`config.mk`:
```
export PLATFORM = sky130hd
export DESIGN_NAME = rob
export DESIGN_NICKNAME = d
export VERILOG_FILES = /design/src/rtl/rob.sv
export SDC_FILE = /design/constraint.sdc
export NUM_CORES = 2
export LEC_CHECK = 0
export CELL_PAD_IN_SITES_DETAIL_PLACEMENT = 1
export CELL_PAD_IN_SITES_GLOBAL_PLACEMENT = 1
export CORE_MARGIN = 4
export CORE_UTILIZATION = 46
export CTS_CLUSTER_DIAMETER = 30
export DETAILED_ROUTE_END_ITERATION = 7
export GPL_ROUTABILITY_DRIVEN = 0
export PLACE_DENSITY_LB_ADDON = 0.1
export RECOVER_POWER = 50
export SLEW_MARGIN = 20
export SYNTH_ARGS = -nofsm -noshare
export SYNTH_HDL_FRONTEND = slang
export SYNTH_SLANG_ARGS = --single-unit
```
`constraint.sdc`:
```
create_clock -name clk -period 8.1 [get_ports clk]
set_input_delay 0.81 -clock clk [delete_from_list [all_inputs] [get_ports clk]]
set_output_delay 0.81 -clock clk [all_outputs]
set_load 0.005 [all_outputs]
```
`src/rtl/rob.sv`:
```
// Reorder buffer: in-order allocate, out-of-order writeback completion, in-order retire.
// Define ROB_FLUSH_EN to add the flush port.
module rob #(
   parameter int FETCH_WIDTH  = 2,
   parameter int COMMIT_WIDTH = 2,
   parameter int WB_PORTS     = 2,
   parameter int ROB_DEPTH    = 16,
   parameter int CTL_W        = 8,
   localparam int TAG_W       = $clog2(ROB_DEPTH)
) (
   input  logic                            clk,
   input  logic                            resetn,
`ifdef ROB_FLUSH_EN
   input  logic                            flush,
`endif
   input  logic [FETCH_WIDTH-1:0]          in_valid,
   input  logic [5*FETCH_WIDTH-1:0]        in_dst,
   input  logic [64*FETCH_WIDTH-1:0]       in_pc,
   input  logic [CTL_W*FETCH_WIDTH-1:0]    in_ctl,
   output logic                            in_ready,
   output logic [TAG_W*FETCH_WIDTH-1:0]    psrc,
   input  logic [WB_PORTS-1:0]             wb_valid,
   input  logic [TAG_W*WB_PORTS-1:0]       wb_preg,
   input  logic [64*WB_PORTS-1:0]          wb_data,
   output logic [COMMIT_WIDTH-1:0]         retire_valid,
   output logic [64*COMMIT_WIDTH-1:0]      retire_data,
   output logic [CTL_W*COMMIT_WIDTH-1:0]   retire_ctl,
   output logic [5*COMMIT_WIDTH-1:0]       retire_dst,
   output logic [TAG_W*COMMIT_WIDTH-1:0]   retire_preg
);

   logic [TAG_W:0]          headPtr, tailPtr, count, allocN, retN;
   logic [ROB_DEPTH-1:0]    entValid, entDone;
   logic [4:0]              entDst [ROB_DEPTH];
   logic [CTL_W-1:0]        entCtl [ROB_DEPTH];
   logic [63:0]             entData [ROB_DEPTH];
   // pc is kept per entry for trace/debug; no retire port carries it
   logic [63:0]             unusedEntPc [ROB_DEPTH];
   logic [TAG_W-1:0]        allocIdx [FETCH_WIDTH];
   logic [TAG_W-1:0]        retIdx [COMMIT_WIDTH];
   logic [TAG_W-1:0]        wbIdx [WB_PORTS];
   logic [COMMIT_WIDTH-1:0] retSel;
   logic                    inReady;

   assign count    = tailPtr - headPtr;
   // No credit for entries retiring this cycle: readiness uses the pre-edge count
   assign inReady  = (count <= (TAG_W+1)'(ROB_DEPTH - FETCH_WIDTH));
   assign in_ready = inReady;

   always_comb begin
      allocN = '0;
      psrc   = '0;
      for (int i = 0; i < FETCH_WIDTH; i++) begin
         allocIdx[i]              = tailPtr[TAG_W-1:0] + TAG_W'(i);
         psrc[i*TAG_W +: TAG_W]   = allocIdx[i];
         allocN                   = allocN + (TAG_W+1)'(in_valid[i]);
      end
   end

   always_comb begin
      for (int k = 0; k < WB_PORTS; k++) begin
         wbIdx[k] = wb_preg[k*TAG_W +: TAG_W];
      end
   end

   // The first entry that is not both valid and done blocks every younger lane
   always_comb begin
      logic blocked;
      blocked = 1'b0;
      retSel  = '0;
      retN    = '0;
      for (int j = 0; j < COMMIT_WIDTH; j++) begin
         retIdx[j] = headPtr[TAG_W-1:0] + TAG_W'(j);
         if (!blocked && entValid[retIdx[j]] && entDone[retIdx[j]]) begin
            retSel[j] = 1'b1;
            retN      = retN + (TAG_W+1)'(1);
         end else begin
            blocked = 1'b1;
         end
      end
   end

   always_ff @(posedge clk or negedge resetn) begin
      if (!resetn) begin
         headPtr      <= '0;
         tailPtr      <= '0;
         entValid     <= '0;
         entDone      <= '0;
         retire_valid <= '0;
         retire_data  <= '0;
         retire_ctl   <= '0;
         retire_dst   <= '0;
         retire_preg  <= '0;
      end
`ifdef ROB_FLUSH_EN
      else if (flush) begin
         headPtr      <= '0;
         tailPtr      <= '0;
         entValid     <= '0;
         entDone      <= '0;
         retire_valid <= '0;
      end
`endif
      else begin
         for (int k = 0; k < WB_PORTS; k++) begin
            if (wb_valid[k] && entValid[wbIdx[k]]) entDone[wbIdx[k]] <= 1'b1;
         end
         for (int j = 0; j < COMMIT_WIDTH; j++) begin
            if (retSel[j]) begin
               entValid[retIdx[j]]                <= 1'b0;
               entDone[retIdx[j]]                 <= 1'b0;
               retire_data[j*64 +: 64]            <= entData[retIdx[j]];
               retire_ctl[j*CTL_W +: CTL_W]       <= entCtl[retIdx[j]];
               retire_dst[j*5 +: 5]               <= entDst[retIdx[j]];
               retire_preg[j*TAG_W +: TAG_W]      <= retIdx[j];
            end
         end
         if (inReady) begin
            for (int i = 0; i < FETCH_WIDTH; i++) begin
               if (in_valid[i]) begin
                  entValid[allocIdx[i]] <= 1'b1;
                  entDone[allocIdx[i]]  <= 1'b0;
               end
            end
            tailPtr <= tailPtr + allocN;
         end
         headPtr      <= headPtr + retN;
         retire_valid <= retSel;
      end
   end

   // Payload storage; loop order makes the highest writeback port win on a tag collision
   always_ff @(posedge clk) begin
      for (int k = 0; k < WB_PORTS; k++) begin
         if (wb_valid[k] && entValid[wbIdx[k]]) entData[wbIdx[k]] <= wb_data[k*64 +: 64];
      end
      if (inReady) begin
         for (int i = 0; i < FETCH_WIDTH; i++) begin
            if (in_valid[i]) begin
               entDst[allocIdx[i]]      <= in_dst[i*5 +: 5];
               entCtl[allocIdx[i]]      <= in_ctl[i*CTL_W +: CTL_W];
               unusedEntPc[allocIdx[i]] <= in_pc[i*64 +: 64];
            end
         end
      end
   end

endmodule

```
Yosys cells after proc, flatten, opt, wreduce, memory -nomap -nowiden
Memory sizes are Yosys's and may differ from the RTL's. A register that Yosys moved wholly into a read port is not among the register bits.
Index checks and enable logic that the tools add are counted.
{ "op_classes": {"add_sub_neg": 7, "magnitude_cmp": 13, "muxes": 52, "n_bitwise": 14, "reduce_logical": 17} }
{ "op_table": {"columns": ["operator", "n"], "rows": [
  ["16-bit 2-to-1 mux", 14],
  ["16-bit AND", 6],
  ["16-bit inverter", 4],
  ["16-bit bitwise OR", 4],
  ["4-bit by 5-bit less-than comparator with 1-bit output, second input constant", 6],
  ["1-bit 2-to-1 mux", 25],
  ["1-bit binary-select mux with 4-bit select", 6],
  ["1-bit demux with 4-bit select", 6],
  ["4-bit by 1-bit greater-or-equal comparator with 1-bit output, second input constant", 6],
  ["1-bit logical AND", 11],
  ["4-bit by 1-bit adder with 4-bit output, second input constant", 2],
  ["1-bit zero test", 6],
  ["5-bit by 1-bit adder with 5-bit output, second input constant", 1],
  ["5-bit by 2-bit adder with 5-bit output", 1],
  ["5-bit adder", 1],
  ["5-bit by 4-bit <= comparator with 1-bit output, second input constant", 1],
  ["5-bit 2-to-1 mux", 1],
  ["5-bit subtractor", 1],
  ["1-bit by 1-bit adder with 2-bit output", 1]
]} }
{ "word_totals": {"reg_bits": 52, "ramBits": 1232, "inputBits": 296, "output_inout_bits": 173, "wordCells": 113, "n_memories": 3} }
{ "mem_list": {"columns": ["memory", "depth", "word_bits", "read_ports", "rd_ports_with_merged_regs", "write_ports", "line_no", "text"], "rows": [
  ["entData", 16, 64, 2, 2, 2, "36", "logic [63:0] entData [ROB_DEPTH];"],
  ["entCtl", 16, 8, 2, 2, 2, "35", "logic [CTL_W-1:0] entCtl [ROB_DEPTH];"],
  ["entDst", 16, 5, 2, 2, 2, "34", "logic [4:0] entDst [ROB_DEPTH];"]
]} }

Logic depth before layout (Yosys ltp)
{ "depth": {"word_depth": 18, "mapped_depth": 23, "depth_no_buf": 13} }

Worst setup path before layout
No wires, ideal clock.
{ "synth_path": {"kind": "in2reg", "startpoint": "input port wb_preg[0]", "endpoint": "register entDone[1]", "setup_time_ns": 0.106, "arrival_ns": 6.730, "t_required_ns": 7.994, "slack_ns": 1.264, "stages": 6, "path_buffers": 1, "path_cell_list": "clkbuf_1 -> mux4_2 -> nand2_1 -> o21ai_0 -> o32ai_1 -> nor3_1"} }
{ "synth_between": {"elab_chain_cells": 18, "elab_cells_between_ends": 22, "cone_classes": "order compare (2); mux (12); bitwise (6); reduce/logical (2)"} }
{ "synth_lines": {"columns": ["item", "line_no", "text"], "rows": [
  ["start: declaration", "23", "input logic [TAG_W*WB_PORTS-1:0] wb_preg,"],
  ["4-bit by 5-bit less-than comparator with 1-bit output (implied by the code) or 4-bit by 1-bit greater-or-equal comparator with 1-bit output (tied branches)", "106", "if (wb_valid[k] && entValid[wbIdx[k]]) entDone[wbIdx[k]] <= 1'b1;"],
  ["1-bit logical AND (implied by the code)", "106", null],
  ["1-bit 2-to-1 mux (implied by the code)", "106", null],
  ["1-bit demux with 4-bit select", "106", null],
  ["16-bit bitwise OR (no source line)", null, null],
  ["16-bit 2-to-1 mux (*)", "106", null],
  ["16-bit bitwise OR (no source line)", null, null],
  ["16-bit 2-to-1 mux (*)", "106", null],
  ["(+2 left out)", null, null],
  ["16-bit AND (no source line)", null, null],
  ["16-bit 2-to-1 mux (*)", "109", "if (retSel[j]) begin"],
  ["16-bit AND (no source line)", null, null],
  ["16-bit 2-to-1 mux", "120", "if (in_valid[i]) begin"],
  ["16-bit 2-to-1 mux", "118", "if (inReady) begin"],
  ["16-bit AND (no source line)", null, null],
  ["16-bit 2-to-1 mux", "120", null],
  ["16-bit 2-to-1 mux (*)", "118", null],
  ["end signal: indexed assignment", "106", null],
  ["end signal: indexed assignment", "111", "entDone[retIdx[j]] <= 1'b0;"],
  ["end signal: indexed assignment", "122", "entDone[allocIdx[i]] <= 1'b0;"],
  ["end: declaration", "33", "logic [ROB_DEPTH-1:0] entValid, entDone;"]
]} }
Mark *: on every way between the ends. The rest lies on a longest branch, timed or not. The select of a mux whose other input is x is not followed.
A chain may end at the register's enable or synchronous reset.

==> results by group <==
Status
  – Status: finished with violations
  – Violated checks: capacitance limit, slew limit

Timing
  – Minimum clock period: between 7 and 8 ns
  – Max_slew headroom: -182%
  – Fin crit share: around 87%
  – RSZ-0062 raised after global routing: no
  – Worst-Margin Slew: roughly 4.2 ns
  – Hold_ws: roughly 0.48 ns
  – Max-slew violations: roughly 1200
  – Fmax: 0.141 GHz
  – Setup tns final: 0 ns
  – Final Hold Viols: 0
  – Final Skew: 0.0704 ns
  – Final setup vio count: 0

Worst setup path
  – Worst-path fanout max: between 50 and 60
  – CP top delay family: compound AO/OA/AOI/OAI gates
  – Crit path required time: 8.66 ns
  – Critical path endpoint category: flop
  – Sequence of cells on the critical path: dlygate4sd3_1 -> mux4_2 -> and3b_1 -> nand2_1 -> o21ai_0 -> buf_12
  – Critical path buffers and inverters: 2
  – Worst Path Arrival: between 7 and 8 ns
  – Worst r2r path cells: 5
  – Startpoint types: primary input
  – CP Depth: 6
  – Slowest cell on crit path: o21ai_0
  – WS Path Type: primary input to flop
  – Critical path's largest stage delay: between 2 and 2.5 ns

Placement
  – IO buf count: 340
  – DP HPWL: 156000 um
  – Placed cells: 7346

Final layout
  – Multi-input gate area: around 36000 um^2
  – Storage cell area: between 40000 and 50000 um^2
  – P&R area growth vs syn: 21.9%
  – Commonest cells after routing, fill and taps aside: mux2_2 (1295), edfxtp_1 (1232), mux4_2 (705), nand2_1 (463), clkbuf_16 (396)
  – Share of cells above drive strength 1: roughly 48%
  – Net count, final: about 5700
  – Number of cells in the finished layout apart from fillers: 8081
  – Fillers: around 16000
  – Commonest non-fill, non-tap cell in the layout: mux2_2

Synthesis
  – Gate Count Post-Synth: 5118
  – Mapped Area: 81000 um^2
  – Ys Warns: 0
  – Sequential-to-total area share from yosys stat: between 50 and 60%
  – Syn Nets: between 5000 and 6000
  – Area share of the leading cell type in the synthesized netlist: 45.7%
  – Post-synth EDFFs: between 1000 and 1500
  – Ranking of synthesized cells by area: edfxtp_1 (46%), mux4_2 (20%), mux2_2 (18%), dfrtp_1 (6.4%), nand2_1 (2.1%)
  – Synth area leader: edfxtp_1
  – Fraction of registers with async set or reset after synthesis: around 14%
  – Synthesized area per cell: ~16 um^2
  – Post-synth top flop: edfxtp_1
  – Netlist cell types: 73
  – FF+latch count, synth: about 1400

Routing
  – Via count: about 53000
  – Antenna Violating Nets Remaining: 0
  – Drt via density: approximately 6.6
  – DRT Wirelength: 292000 um
  – Number of remaining DRC errors: 0
  – Initial DRC Count: roughly 5800
  – WL per Instance: about 36 um
  – First drt pass iteration count: 6

CTS
  – Clock Latency Late Sink: between 0.9 and 1 ns
  – # clock sinks: around 1400
  – H-tree lvl count: 5
  – Worst-path clk slew: ~0.040 ns
  – CTS tree: built
  – Clock Path Buffers: 4
  – Root Buffer: clkbuf_16
  – Post CTS Setup Buffer Count: 0
  – TritonCTS buffer count: 391

Global route
  – Grt ovf: 0
  – Gr usage total: a little under a third
  – Vias in the first global route: 56768
  – Largest net degree at the start of global routing: approximately 140
  – Global-route wire length before repair: between 400000 and 500000 um
  – Initial antenna violation count: 45

Floorplan
  – Die Y: 428 um
  – Row cnt: roughly 150
  – IO Pins: roughly 470
  – Core area: 175000 um^2
  – Initial core utilization: roughly 46%
  – Die Area: 183000 um^2
  – Die W: around 430 um

Power and ir drop
  – Lkg Pwr: about 35 nW
  – VDD IR-drop max: ~0.57 mV
  – Power Density: ~420 nW/um^2

Min path
  – Hold Crit Class: flop to flop
  – Hold path depth: 1

Flow run
  – Max Cap Viol: 41
[cell usage after synthesis, types with 5 or more instances]
cell and count:
a21oi_1 9, a32oi_1 7, and2_1 8, and3_1 6, buf_1 31, buf_2 157, buf_4 47, buf_6 16
clkbuf_1 303, dfrtp_1 206, edfxtp_1 1232, ha_1 22, inv_1 21, mux2_1 17, mux2_2 1301, mux4_2 705
nand2_1 463, nand2b_1 13, nand3_1 101, nand3b_1 5, nand4_1 13, nor2_1 14, nor2b_1 8, nor3_1 25
o21ai_0 207, o21ai_1 72, o22ai_1 5, o31ai_1 5, xnor2_1 8, xor2_1 6
[path summary, 6_finish.rpt]
path / slack (ns) / start / endpoint
max: 1.03 / wb_preg[4] / entData[6][60]$_DFFE_PP_
min: 0.48 / retire_preg[2]$_DFFE_PN0N_ / retire_preg[2]$_DFFE_PN0N_
max reg2reg: 1.35 / entValid[15]$_DFF_PN0_ / entData[15][60]$_DFFE_PP_
min reg2reg: 0.48 / retire_preg[2]$_DFFE_PN0N_ / retire_preg[2]$_DFFE_PN0N_
max in group asynchronous: 2.42 / resetn / headPtr[2]$_DFF_PN0_
min in group asynchronous: 1.96 / resetn / retire_data[58]$_DFFE_PN0N_
[flip-flops by register name (all words and copies together) (netlist names)]
name          cells
entDone          16
entDst           80
retire_valid      2
entData        1024
headPtr           5
entValid         16
entCtl          128
retire_ctl       16
tailPtr           5
retire_preg       8
retire_dst       10
retire_data     128
[cells by family after synthesis]
logic type,count (synthesis),share of synthesized area (%)
muxes,2026,38.0
DFF,1438,52.0
and+or+nand+nor,686,3.73
buffers and inverters,576,3.28
AOI/OAI and AO/OA,353,2.45
adders and majority gates,25,0.414
xor gates and xnor gates,14,0.151
[power by group]
group / internal [mW] / total [mW] / switching (mW)
Sequential: 9.12 / 9.91 / 0.790
Combinational: 6.99 / 16.4 / 9.43
Clock: 10.4 / 15.0 / 4.57
[timing repair]
item,in CTS,in global routing
hold buffers,1,0
resized for setup,0,0
hold endpoints to repair,55,0
[cell type report]
| type | instances | area share (%) |
|---|---|---|
| multi-input combinational | 3104 | 36.9 |
| sequential | 1438 | 42.7 |
| inverter | 22 | 0.0962 |
| tap | 2325 | 2.94 |
| antenna | 30 | 0.0760 |
| clock inverter | 215 | 2.28 |
| timing repair buffer | 459 | 4.42 |
| clock buffer | 488 | 10.6 |
[metrics by stage]
step | instance area (um^2) | total power [mW] | setup WS, ns | util (%)
floorplan | 81000 | 20.5 | 1.26 | -
global placement | 86300 | 26.3 | 2.29 | 49.4
detailed placement | 86300 | 26.5 | 2.23 | 49.4
CTS | 99000 | 41.6 | 2.08 | 56.7
global route | 98800 | 42.9 | 1.05 | 56.6
finish | 98800 | 41.3 | 1.03 | 56.6
[layer usage]
layer	vias to the layer above	part of all wire [%]	track usage, %	wire [um]
met5	-	0.046	0	133
met4	18	4.8	14.3	13900
met3	673	7.4	5.25	21500
met2	2550	48	51.5	141000
met1	28515	40	42.7	115000
li1	21311	-	-	-
(Power assumes the default switching activity.)
